==> config.mk <==
export PLATFORM = sky130hd
export DESIGN_NAME = operand_loader
export DESIGN_NICKNAME = d
export VERILOG_FILES = /design/src/rtl/operand_loader.sv
export SDC_FILE = /design/constraint.sdc
export NUM_CORES = 1
export LEC_CHECK = 0
export ABC_AREA = 1
export CAP_MARGIN = 30
export CORE_ASPECT_RATIO = 0.5
export CORE_MARGIN = 5
export CORE_UTILIZATION = 51
export DETAILED_ROUTE_END_ITERATION = 16
export PLACE_DENSITY = 0.79
export SLEW_MARGIN = 20
export SYNTH_ARGS = -nofsm -noshare
export SYNTH_HDL_FRONTEND = slang
export SYNTH_SLANG_ARGS = --single-unit
==> constraint.sdc <==
create_clock -name clk -period 1.2 [get_ports clk]
set_input_delay 0.36 -clock clk [delete_from_list [all_inputs] [get_ports clk]]
set_output_delay 0.36 -clock clk [all_outputs]
set_load 0.02 [all_outputs]
==> src/rtl/operand_loader.sv <==
// Purpose: synchronise and debounce the switches and pushbutton, then capture operands A and B on successive presses.
// Latency: data_a/data_b update DB_CYCLES+2 clocks after the first clk edge that samples a stable press.
// Backpressure: none; operands are held stable until the next press event, and valid marks a completed pair.
module operand_loader #(
  parameter int WIDTH     = 4,
  parameter int DB_CYCLES = 500000
) (
  input  logic             clk,
  input  logic             rst_n,
  input  logic [WIDTH-1:0] sw,
  input  logic             btn_n,
  output logic [WIDTH-1:0] data_a,
  output logic [WIDTH-1:0] data_b,
  output logic             valid,
  output logic [1:0]       state_led
);

  localparam int CW = $clog2(DB_CYCLES + 1);
  localparam logic [CW-1:0] CNT_LAST = CW'(DB_CYCLES - 1);

  typedef enum logic [1:0] {
    WAIT_A = 2'b00,
    WAIT_B = 2'b01,
    SHOW   = 2'b10,
    BAD    = 2'b11
  } state_t;

  logic             btn_meta;
  logic             btn_sync;
  logic [WIDTH-1:0] sw_meta;
  logic [WIDTH-1:0] sw_sync;
  logic [CW-1:0]    cnt;
  logic             db_level;
  logic             db_prev;
  logic             press;

  state_t           state;
  state_t           state_nxt;
  logic [WIDTH-1:0] data_a_nxt;
  logic [WIDTH-1:0] data_b_nxt;
  logic             valid_nxt;

  // Two-flop synchronisers; button idles released (1), switches idle at 0.
  always_ff @(posedge clk or negedge rst_n) begin
    if (!rst_n) begin
      btn_meta <= 1'b1;
      btn_sync <= 1'b1;
      sw_meta  <= '0;
      sw_sync  <= '0;
    end else begin
      btn_meta <= btn_n;
      btn_sync <= btn_meta;
      sw_meta  <= sw;
      sw_sync  <= sw_meta;
    end
  end

  // Debounce: the level follows the synchronised button only after it has differed long enough.
  always_ff @(posedge clk or negedge rst_n) begin
    if (!rst_n) begin
      cnt      <= '0;
      db_level <= 1'b1;
    end else if (btn_sync == db_level) begin
      cnt <= '0;
    end else if (cnt == CNT_LAST) begin
      db_level <= btn_sync;
      cnt      <= '0;
    end else begin
      cnt <= cnt + 1'b1;
    end
  end

  // Delayed debounced level for falling-edge (press) detection; releases generate nothing.
  always_ff @(posedge clk or negedge rst_n) begin
    if (!rst_n) begin
      db_prev <= 1'b1;
    end else begin
      db_prev <= db_level;
    end
  end

  assign press = db_prev & ~db_level;

  // State and operand registers.
  always_ff @(posedge clk or negedge rst_n) begin
    if (!rst_n) begin
      state  <= WAIT_A;
      data_a <= '0;
      data_b <= '0;
      valid  <= 1'b0;
    end else begin
      state  <= state_nxt;
      data_a <= data_a_nxt;
      data_b <= data_b_nxt;
      valid  <= valid_nxt;
    end
  end

  // Next-state and capture decisions; without a press everything holds.
  always_comb begin
    state_nxt  = state;
    data_a_nxt = data_a;
    data_b_nxt = data_b;
    valid_nxt  = valid;
    case (state)
      WAIT_A: begin
        if (press) begin
          data_a_nxt = sw_sync;
          state_nxt  = WAIT_B;
        end
      end
      WAIT_B: begin
        if (press) begin
          data_b_nxt = sw_sync;
          valid_nxt  = 1'b1;
          state_nxt  = SHOW;
        end
      end
      SHOW: begin
        if (press) begin
          data_a_nxt = sw_sync;
          valid_nxt  = 1'b0;
          state_nxt  = WAIT_B;
        end
      end
      default: begin
        // Unreachable encoding: recover to a clean start.
        valid_nxt = 1'b0;
        state_nxt = WAIT_A;
      end
    endcase
  end

  assign state_led = state;

endmodule

Word-level counts from Yosys, hierarchy flattened
Index checks and enable logic that the tools add are counted.

ROM bits: 0. Memories: 0. Output and inout bits: 11. Bits in writable memories: 0. Flip-flop bits (word level): 42. Logic and storage cells: 38. Bits of input ports: 7. Bits in latches: 0.

Add/subtract/negate cells: 1. Equality and inequality tests: 7. Multiply operators: 0. Magnitude comparators: 0. Muxes and demuxes: 8. Bitwise operators: 4. Div/mod/pow operators: 0. Reductions and logical operators: 7. Shifts and indexed selects: 0.

Operators by type and width (number): 2-to-1 mux 19 bit (2); adder 19 x 1 -> 19 bit, second input constant (1); == test 19 bit, second input constant (1); AND reduction 2 bit (4); 2-to-1 mux 2 bit (2); != test 2 bit, second input constant (2); one-hot mux 2 bit (2 select lines) (1); inverter 1 bit (3); one-hot mux 1 bit (3 select lines) (1); AND reduction 3 bit (1); == test 2 x 1 -> 1 bit, second input constant (1); == test 2 bit, second input constant (1); logical NOT 2 bit (1); 2-to-1 mux 1 bit (2); != test 2 x 1 -> 1 bit, second input constant (1); OR reduction 2 bit (1); bitwise AND 1 bit (1); == test 1 bit (1).

Depth between registers and ports, before layout
Gate-level depths: netlist of run 1.

Depth in word-level cells: 4. Gate-level depth with buffers: 9. Depth with buffers taken out: 9.

Least setup slack after synthesis of run 1
No wires, ideal clock.

Path type: reg2reg. Start: register cnt[0]. End: register cnt[18]. Stages on the path, launching flop included: 9. Arrival: 1.159 ns. Period minus slack after synthesis: 1.278 ns. Data required time: 1.081 ns. Slack: -0.078 ns. Path through: dfrtp_1 -> ha_1 -> nand2_2 -> nor2_1 -> nand2_2 -> nor2_2 -> nand3_1 -> nand3_1 -> nor2_1.

Longest elaborated chain between the ends: 3.

RTL lines: start: declaration (line 32) `logic [CW-1:0] cnt;`; start signal: assignment (line 69) `cnt <= cnt + 1'b1;`; adder 19 x 1 -> 19 bit or == test 19 bit (tied branches) (line 69, 65); 2-to-1 mux 19 bit * (line 65) `end else if (cnt == CNT_LAST) begin`; 2-to-1 mux 19 bit * (line 63) `end else if (btn_sync == db_level) begin`.

Mark *: on every way between the ends. The rest lies on a longest branch, timed or not. A chain may end at the register's enable or synchronous reset.

Worst setup path after layout of run 1
Start: register cnt[0]. End: register db_level.

Longest elaborated chain between the ends: 2.

RTL lines: == test 19 bit (line 65); AND reduction 2 bit (no line); end signal: assignment (line 66) `db_level <= btn_sync;`; end: declaration (line 33) `logic db_level;`.

No other way between the ends.

==> flow_metrics.tcl, run 1 <==
set metrics [dict create \
    fin_crit_ns 1.41 \
    fin_util_pct 82.5 \
    yosysSeqAreaShare_pct 53.7 \
    synth_edf_count 0 \
    antenna_found_initial 0 \
    rsz0062_at_grt "true" \
    synth_top_area_share_pct 48.3 \
    synth_top_area_cell "dfrtp_1" \
    diodes 0 \
    place.gp.congestion 0.897 \
    wire_per_inst_um 16.6 \
    crit_chain "ha_4, nand2_4, nor2_4, buf_4, nand3_4, buf_6, nand2_1, o21ai_2" \
    core_um2 3570 \
    powerDensity_nw_per_um2 937 \
    drtIter0Drc 224 \
    clock_skew_ns 0.00373 \
    area_growth_pct 49.4 \
    port_buffers 17 \
    stdcell_count 355 \
    critical_path_required_ns 1.44 \
    clk_path_buf_depth 2 \
    via_per_inst 5.33 \
    synth.most_common_cell "nor2_1" \
    seq_power_share_pct 53.0 \
    nets 311 \
    synth-async-reset-ratio_pct 100 \
    syn_area_um2 1970 \
    dp_hpwl_um 3220 \
    rows 15 \
    hold_class "primary input to async pin" \
    critPathBufInv 2 \
    cp.arrival_ns 1.65 \
    dpl.cell_count 333 \
    synthesis.instances 229 \
    synth_flop_cell "dfrtp_1" \
    postSynthAreaPerCell_um2 8.59 \
    maxCapViolCount 0 \
    combPwrFrac_pct 5.5 \
    grt_start_max_net_pins 43 \
    cts_buffers 5 \
    overflow 0 \
    drc 0 \
    critPathMaxFanout 5 \
    clk_pin_slew_ns 0.08 \
    slew_headroom_pct 81.8 \
    finalHoldViolCount 1 \
    setup_ws_ns -0.209 \
    status "complete, but fails checks" \
    yosysWarnings 0 \
    slew_viol_final 0 \
    clk_latency_ns 0.30 \
    grtUsageTotal_pct 19.7 \
    crit_path_end_kind "flop" \
    finalHoldWorstSlack_ns -0.00229 \
    htreeDepth 2 \
    syn_nets 237 \
    dr.pass1.iters 4 \
    fp.dieH_um 53.9 \
    clock_sinks 42 \
    yosys.cell_types.count 25 \
    start_kind "flop" \
    fmax_ghz 0.710 \
    setup_viol 28 \
    slowest_stage "dfrtp_1" \
    ir_worst_vdd_mv 0.695 \
    wl_um 5890 \
    synth_commonest_cells "nor2_1, nand2_1, dfrtp_1" \
    min_period_over_period_pct 117 \
    die_area_um2 5280 \
    io_pins 18 \
    cts_tree "built" \
    ant_nets 0 \
    violations "hold timing, setup timing" \
    drive_gt1_share_pct 43.8 \
    critPathKind "flop to flop" \
    dr_total_vias 1892 \
    internal_power_uw 2130 \
    synth-seq-cells 42 \
    grt_pass1_wl_um 7920 \
    p_leak_uw 0.00139 \
    start_util_pct 55.2 \
    grt_pass1_vias 1757 \
    path_delay_family "simple AND/OR/NAND/NOR gates" \
    synth.top_cells.by_area "dfrtp_1, nor2_1, nand2_1" \
    p_switching_uw 622 \
    die_w_um 97.9 \
    p_sw_share_pct 22.6 \
    p_clk_share_pct 41.5 \
    worst_pin_slew_ns 0.273 \
    cp_slowest_stage_delay_ns 0.41 \
    cts_root_buf "clkbuf_8" \
]
## layout make-up
type                            count  area (um2)
Inverter                           32         125
Fill cell                         177         626
Timing Repair Buffer               68         604
Tap cell                           51        63.8
Clock buffer                        6        72.6
Sequential cell                    42        1060
Multi-Input combinational cell    154         976
Clock inverter                      2        37.5
## sequential cells by signal, indices dropped and copies added, names as in the netlist, 2 cells and up
register,cells
data_a,4
sw_meta,4
state_led,2
data_b,4
sw_sync,4
cnt,19
## cell families after synthesis
group | Yosys count | share of synthesized area [%]
and+or+nand+nor | 127 | 30.6
DFF | 42 | 53.7
buffers and inverters | 33 | 6.36
AOI/OAI and AO/OA | 18 | 4.77
xor gates and xnor gates | 8 | 3.94
adders and majority gates | 1 | 0.636
## timing repair
item | 4_1_cts | 5_1_grt
setup endpoints to repair | 39 | 37
resized for setup | 71 | 63
pin swaps | 10 | 25
buffers inserted | 4 | 10
hold buffers | 0 | 0
## worst reg2reg max path, cell delays in order, from the launching register on
cell and delay (ns):
dfrtp_1 0.41, ha_4 0.17, nand2_4 0.07, nor2_4 0.14, buf_4 0.13, nand3_4 0.12, buf_6 0.15, nand2_1 0.08
o21ai_2 0.06
## cell usage in the layout, fill, tap and decap left out, types with 2 or more instances in the layout
master           Yosys  routed
buf_4                0      42
nor2_1              46      38
nand2_1             42      34
dfrtp_1             38      34
inv_1               27      24
buf_6                0      19
nor2_4               5      14
nand3_1             16      13
o21ai_1              2      10
nand2_4              2       8
nand2_2              6       8
inv_2                5       7
clkbuf_8             0       5
clkdlybuf4s50_1      0       5
nor2_2               5       4
xor2_1               4       4
dfstp_2              4       4
dfrtp_2              0       4
nand3_4              0       3
nand3_2              2       2
a21oi_1              3       2
xnor2_1              3       2
o21ai_0             11       2
## metal layers
metal | global-route usage (%) | share of wire, % | vias to the layer above
met5 | 0 | 0 | -
met4 | 8.51 | 3.4 | 0
met3 | 6.34 | 6.1 | 26
met2 | 36.7 | 51 | 86
met1 | 21.6 | 40 | 922
li1 | - | - | 858
## worst paths after layout
check                      startpoint          to  slack (ns)  cells after the start
setup / recovery               cnt[0]    db_level       -0.21                      8
hold / removal                  rst_n      cnt[1]      -0.002                      2
setup reg to reg               cnt[0]    db_level       -0.21                      8
hold reg to reg            sw_meta[0]  sw_sync[0]        0.36                      0
max in group asynchronous       rst_n    btn_sync        0.92                      2
min in group clk           sw_meta[0]  sw_sync[0]        0.36                      0
## per-stage QoR
stage               setup WS, ns  hold WS (ns)  TNS, ns  total power (uW)  area, um2
floorplan                -0.0668        0.0644  -0.0907              1510       1970
global placement         -0.0897         0.336    -1.79              1590       2490
detailed placement        -0.145         0.345    -2.88              1600       2490
CTS                      -0.0795        0.0251   -0.881              2690       2670
global route              -0.262        0.0344    -4.04              2830       2940
finish                    -0.209      -0.00229    -2.37              2750       2940
## power groups by stage
stage / registers [uW] / logic (uW) / clock network [uW]
floorplan: 1480 / 31.0 / 0
global placement: 1480 / 113 / 0
detailed placement: 1480 / 118 / 0
CTS: 1450 / 121 / 1110
global route: 1460 / 165 / 1200
finish: 1460 / 151 / 1140
No activity file was read; power rests on OpenSTA's default activity.
==> run 2, diff against run 1 <==
- CORE_UTILIZATION: 51 -> 30
- PLACE_DENSITY: 0.79 -> 0.53
==> flow_metrics.tcl, run 2 (synthesis gave the netlist of run 1 again) <==
set metrics [dict create \
    worst_pin_slew_ns 0.334 \
    place_area_um2 2520 \
    start_util_pct 31.7 \
    m1WireLength_um 2080 \
    setup_viol 15 \
    maxUsedRoutingLayer "met4" \
    wl_um 4590 \
    diodes 0 \
    clock_skew_ns 0.00440 \
    grt_pass1_wl_um 7940 \
    clk_path_buf_depth 2 \
    dr.pass1.iters 4 \
    critPathMaxFanout 5 \
    n_fill_cell 618 \
    port_buffers 17 \
    postLayoutCellArea_um2 2970 \
    hold_class "primary input to async pin" \
    via_per_inst 4.23 \
    area_growth_pct 50.9 \
    setup_ws_ns -0.0991 \
    die_area_um2 8380 \
    core_um2 6210 \
    critPathKind "flop to flop" \
    postCtsHoldBufs 0 \
    grtUsageTotal_pct 12.0 \
    final_common_cell "buf_4" \
    place.gp.congestion 0.813 \
    htreeDepth 2 \
    slew_viol_final 0 \
    cts_tree "built" \
    drc 0 \
    ir_worst_vdd_mv 0.451 \
    overflow 0 \
    wire_per_inst_um 11.7 \
    powerDensity_nw_per_um2 980 \
    io_pins 18 \
    maxCapViolCount 0 \
    drive_gt1_share_pct 44.1 \
    largest_reg_flops 19 \
    critical_path_required_ns 1.38 \
    min_period_over_period_pct 108 \
    seqCellArea_um2 1060 \
    start_kind "flop" \
    cts_root_buf "clkbuf_16" \
    fp.dieH_um 67.3 \
    p_leak_uw 0.00141 \
    wl_met2_um 2230 \
    antenna_found_initial 0 \
    slew_headroom_pct 77.7 \
    drtIter0Drc 90 \
    dpl.cell_count 370 \
    cts_buffers 5 \
    fin_crit_ns 1.30 \
    crit_path_end_kind "flop" \
    violations "setup timing" \
    nets 311 \
    top_register "cnt" \
    grt_start_max_net_pins 28 \
    clk_latency_ns 0.28 \
    wl_met3_um 205 \
    die_w_um 125 \
    ant_nets 0 \
    finalHoldViolCount 0 \
    fmax_ghz 0.770 \
    status "complete, but fails checks" \
    clock_sinks 42 \
    dp_hpwl_um 3220 \
    stdcell_count 392 \
    grt_pass1_vias 1731 \
    clk_pin_slew_ns 0.06 \
    cp.arrival_ns 1.48 \
    rows 20 \
    rsz0062_at_grt "true" \
    dr_total_vias 1659 \
    multiInputGateArea_um2 960 \
    layout_common_cells "buf_4, nand2_1, dfrtp_1" \
]
==> run 2: repair_timing <==
| item | in CTS | in global routing |
|---|---|---|
| pin swaps | 10 | 11 |
| setup endpoints to repair | 36 | 41 |
| setup buffers | 5 | 9 |
| gates resized for setup | 75 | 44 |
==> run 2: routing by layer <==
layer  GRT usage, %  vias to the layer above
met5              0                        -
met2           20.4                       26
met3           3.16                        5
met4           4.92                        0
met1           14.8                      779
li1               -                      849
==> run 2: power breakdown <==
part	switching [uW]	total [uW]	internal, uW
combinational	68.9	126	57.6
sequential	16.2	1460	1440
clock	555	1320	769
==> run 2: worst paths after layout <==
kind	startpoint	to	slack [ns]	cells past startpoint
max	cnt[0]	cnt[18]	-0.1	8
max reg2reg	cnt[0]	cnt[18]	-0.1	8
min	rst_n	cnt[3]	0.02	2
max in group asynchronous	rst_n	data_b[1]	0.87	2
min in group clk	sw_meta[2]	sw_sync[2]	0.35	0
min reg2reg	sw_meta[2]	sw_sync[2]	0.35	0
==> run 2: critical path: stages, from the launching register on <==
cell and delay (ns):
dfrtp_1 0.39, ha_4 0.16, nand2_4 0.07, nor2_4 0.13, nand2_4 0.10, nor2_4 0.16
nand3_2 0.08, nand3_2 0.06, nor2_1 0.04
==> run 2: cell type report <==
cell class	instances	area share, %
inverter	32	4.21
clock inverter	3	0.716
clock buffer	5	4.21
timing repair buffer	68	19.2
tap	88	3.71
multi-input combinational	154	32.3
sequential	42	35.7
==> run 2: per-stage QoR <==
stage                     setup TNS [ns]  hold WS (ns)  total power (uW)  setup slack [ns]  utilization, %
after floorplan                  -0.0907        0.0644              1510           -0.0668               -
after global placement             -1.91         0.328              1590            -0.113            40.6
after detailed placement           -2.49         0.332              1600            -0.152            40.6
after CTS                         -0.360        0.0285              2940           -0.0566            44.7
after global routing               -2.27        0.0414              3030            -0.191            47.9
final                             -0.673        0.0179              2910           -0.0991            47.9
==> run 3, diff against run 2 <==
- MAX_ROUTING_LAYER: not set -> met4
==> flow_metrics.tcl, run 3 (synthesis gave the netlist of run 1 again) <==
set metrics [dict create \
    setup_viol 16 \
    critical_path_required_ns 1.38 \
    final_common_cell "buf_4" \
    crit_path_end_kind "flop" \
    dp_slack_ns -0.152 \
    status "complete, but fails checks" \
    critPathMaxFanout 5 \
    hold_class "primary input to async pin" \
    dr.pass1.iters 4 \
    start_util_pct 31.7 \
    grt_pass1_wl_um 7960 \
    clk_latency_ns 0.28 \
    dp_hpwl_um 3220 \
    nets 311 \
    cp.arrival_ns 1.48 \
    rsz0062_at_grt "true" \
    clk_path_buf_depth 2 \
    drc 0 \
    slew_viol_final 0 \
    fin_crit_ns 1.30 \
    ant_nets 0 \
    min_period_over_period_pct 108 \
    place_area_um2 2520 \
    io_pins 18 \
    drtIter0Drc 101 \
    top_register "cnt" \
    drive_gt1_share_pct 44.1 \
    fp.dieH_um 67.3 \
    crit_chain "ha_4, nand2_4, nor2_4, nand2_4, nor2_4, nand3_2, nand3_2, nor2_1" \
    via_per_inst 4.23 \
    setup_ws_ns -0.0987 \
    dr_total_vias 1660 \
    largest_reg_flops 19 \
    htreeDepth 2 \
    slowest_stage "dfrtp_1" \
    cp_slowest_stage_delay_ns 0.39 \
    postLayoutCellArea_um2 2970 \
    diodes 0 \
    slew_headroom_pct 77.7 \
    clock_sinks 42 \
    ir_worst_vdd_mv 0.451 \
    area_growth_pct 50.9 \
    overflow 0 \
    p_leak_uw 0.00141 \
    antenna_found_initial 0 \
    fmax_ghz 0.770 \
    wire_per_inst_um 11.8 \
    place.gp.congestion 0.825 \
    start_kind "flop" \
    port_buffers 17 \
    critPathKind "flop to flop" \
    grtUsageTotal_pct 12.3 \
    clock_skew_ns 0.00448 \
    layout_common_cells "buf_4, nand2_1, dfrtp_1" \
    clk_pin_slew_ns 0.06 \
    violations "setup timing" \
    total_power_uw 2910 \
    wl_um 4630 \
    cts_tree "built" \
    die_area_um2 8380 \
    cts_root_buf "clkbuf_16" \
    maxCapViolCount 0 \
    worst_pin_slew_ns 0.334 \
    cts_buffers 5 \
    powerDensity_nw_per_um2 979 \
    finalHoldViolCount 0 \
    rows 20 \
    core_um2 6210 \
    grt_pass1_vias 1728 \
    grt_start_max_net_pins 28 \
    die_w_um 125 \
]
run 3: cell counts in the layout (fill, tap and decap cells not counted):
Identical to the previous run, type by type.
run 3: final timing paths:
check	cells past startpoint	slack, ns	startpoint	end
setup / recovery	8	-0.1	cnt[0]	cnt[18]
hold / removal	2	0.02	rst_n	cnt[3]
setup reg to reg	8	-0.1	cnt[0]	cnt[18]
hold reg to reg	0	0.35	sw_meta[2]	sw_sync[2]
max in group asynchronous	2	0.87	rst_n	data_b[1]
min in group clk	0	0.35	sw_meta[2]	sw_sync[2]
run 3: power by group:
| group | internal (uW) | switching [uW] |
|---|---|---|
| Sequential | 1440 | 16.2 |
| Clock | 769 | 553 |
| Combinational | 57.6 | 68.9 |
run 3: stage by stage:
| stage | hold WS, ns | cells | utilization [%] | TNS (ns) |
|---|---|---|---|---|
| after floorplan | 0.0644 | 229 | - | -0.0907 |
| after global placement | 0.328 | 370 | 40.6 | -1.91 |
| after detailed placement | 0.332 | 370 | 40.6 | -2.49 |
| after CTS | 0.0285 | 383 | 44.7 | -0.360 |
| after global routing | 0.0414 | 392 | 47.9 | -2.30 |
| final | 0.0199 | 392 | 47.9 | -0.767 |
run 3: what timing repair did:
action	CTS	global route
pin swaps	10	11
endpoints found under the setup margin	36	41
setup buffers	5	9
hold buffers	0	0
resized for setup	75	44
gates cloned	0	0
run 3: layout make-up:
type | instances | area (um2)
inverter | 32 | 125
clock inverter | 3 | 21.3
timing repair buffer | 68 | 569
fill | 614 | 3240
sequential | 42 | 1060
multi-input combinational | 154 | 960
clock buffer | 5 | 125
tap | 88 | 110
run 3: worst max-delay path, delay by kind of cell, from the launching register on:
family	cells	cell delay (ns)
simple gates	7	0.63
flops	1	0.39
fa+ha+maj	1	0.17
run 3: layer usage:
layer | track usage, % | share of wire [%] | vias up | wire [um]
li1 | - | - | 847 | -
met1 | 14.8 | 46 | 783 | 2110
met2 | 20.4 | 48 | 25 | 2240
met3 | 3.16 | 4.5 | 5 | 207
met4 | 4.92 | 1.4 | 0 | 63
met5 | - | 0 | - | 0
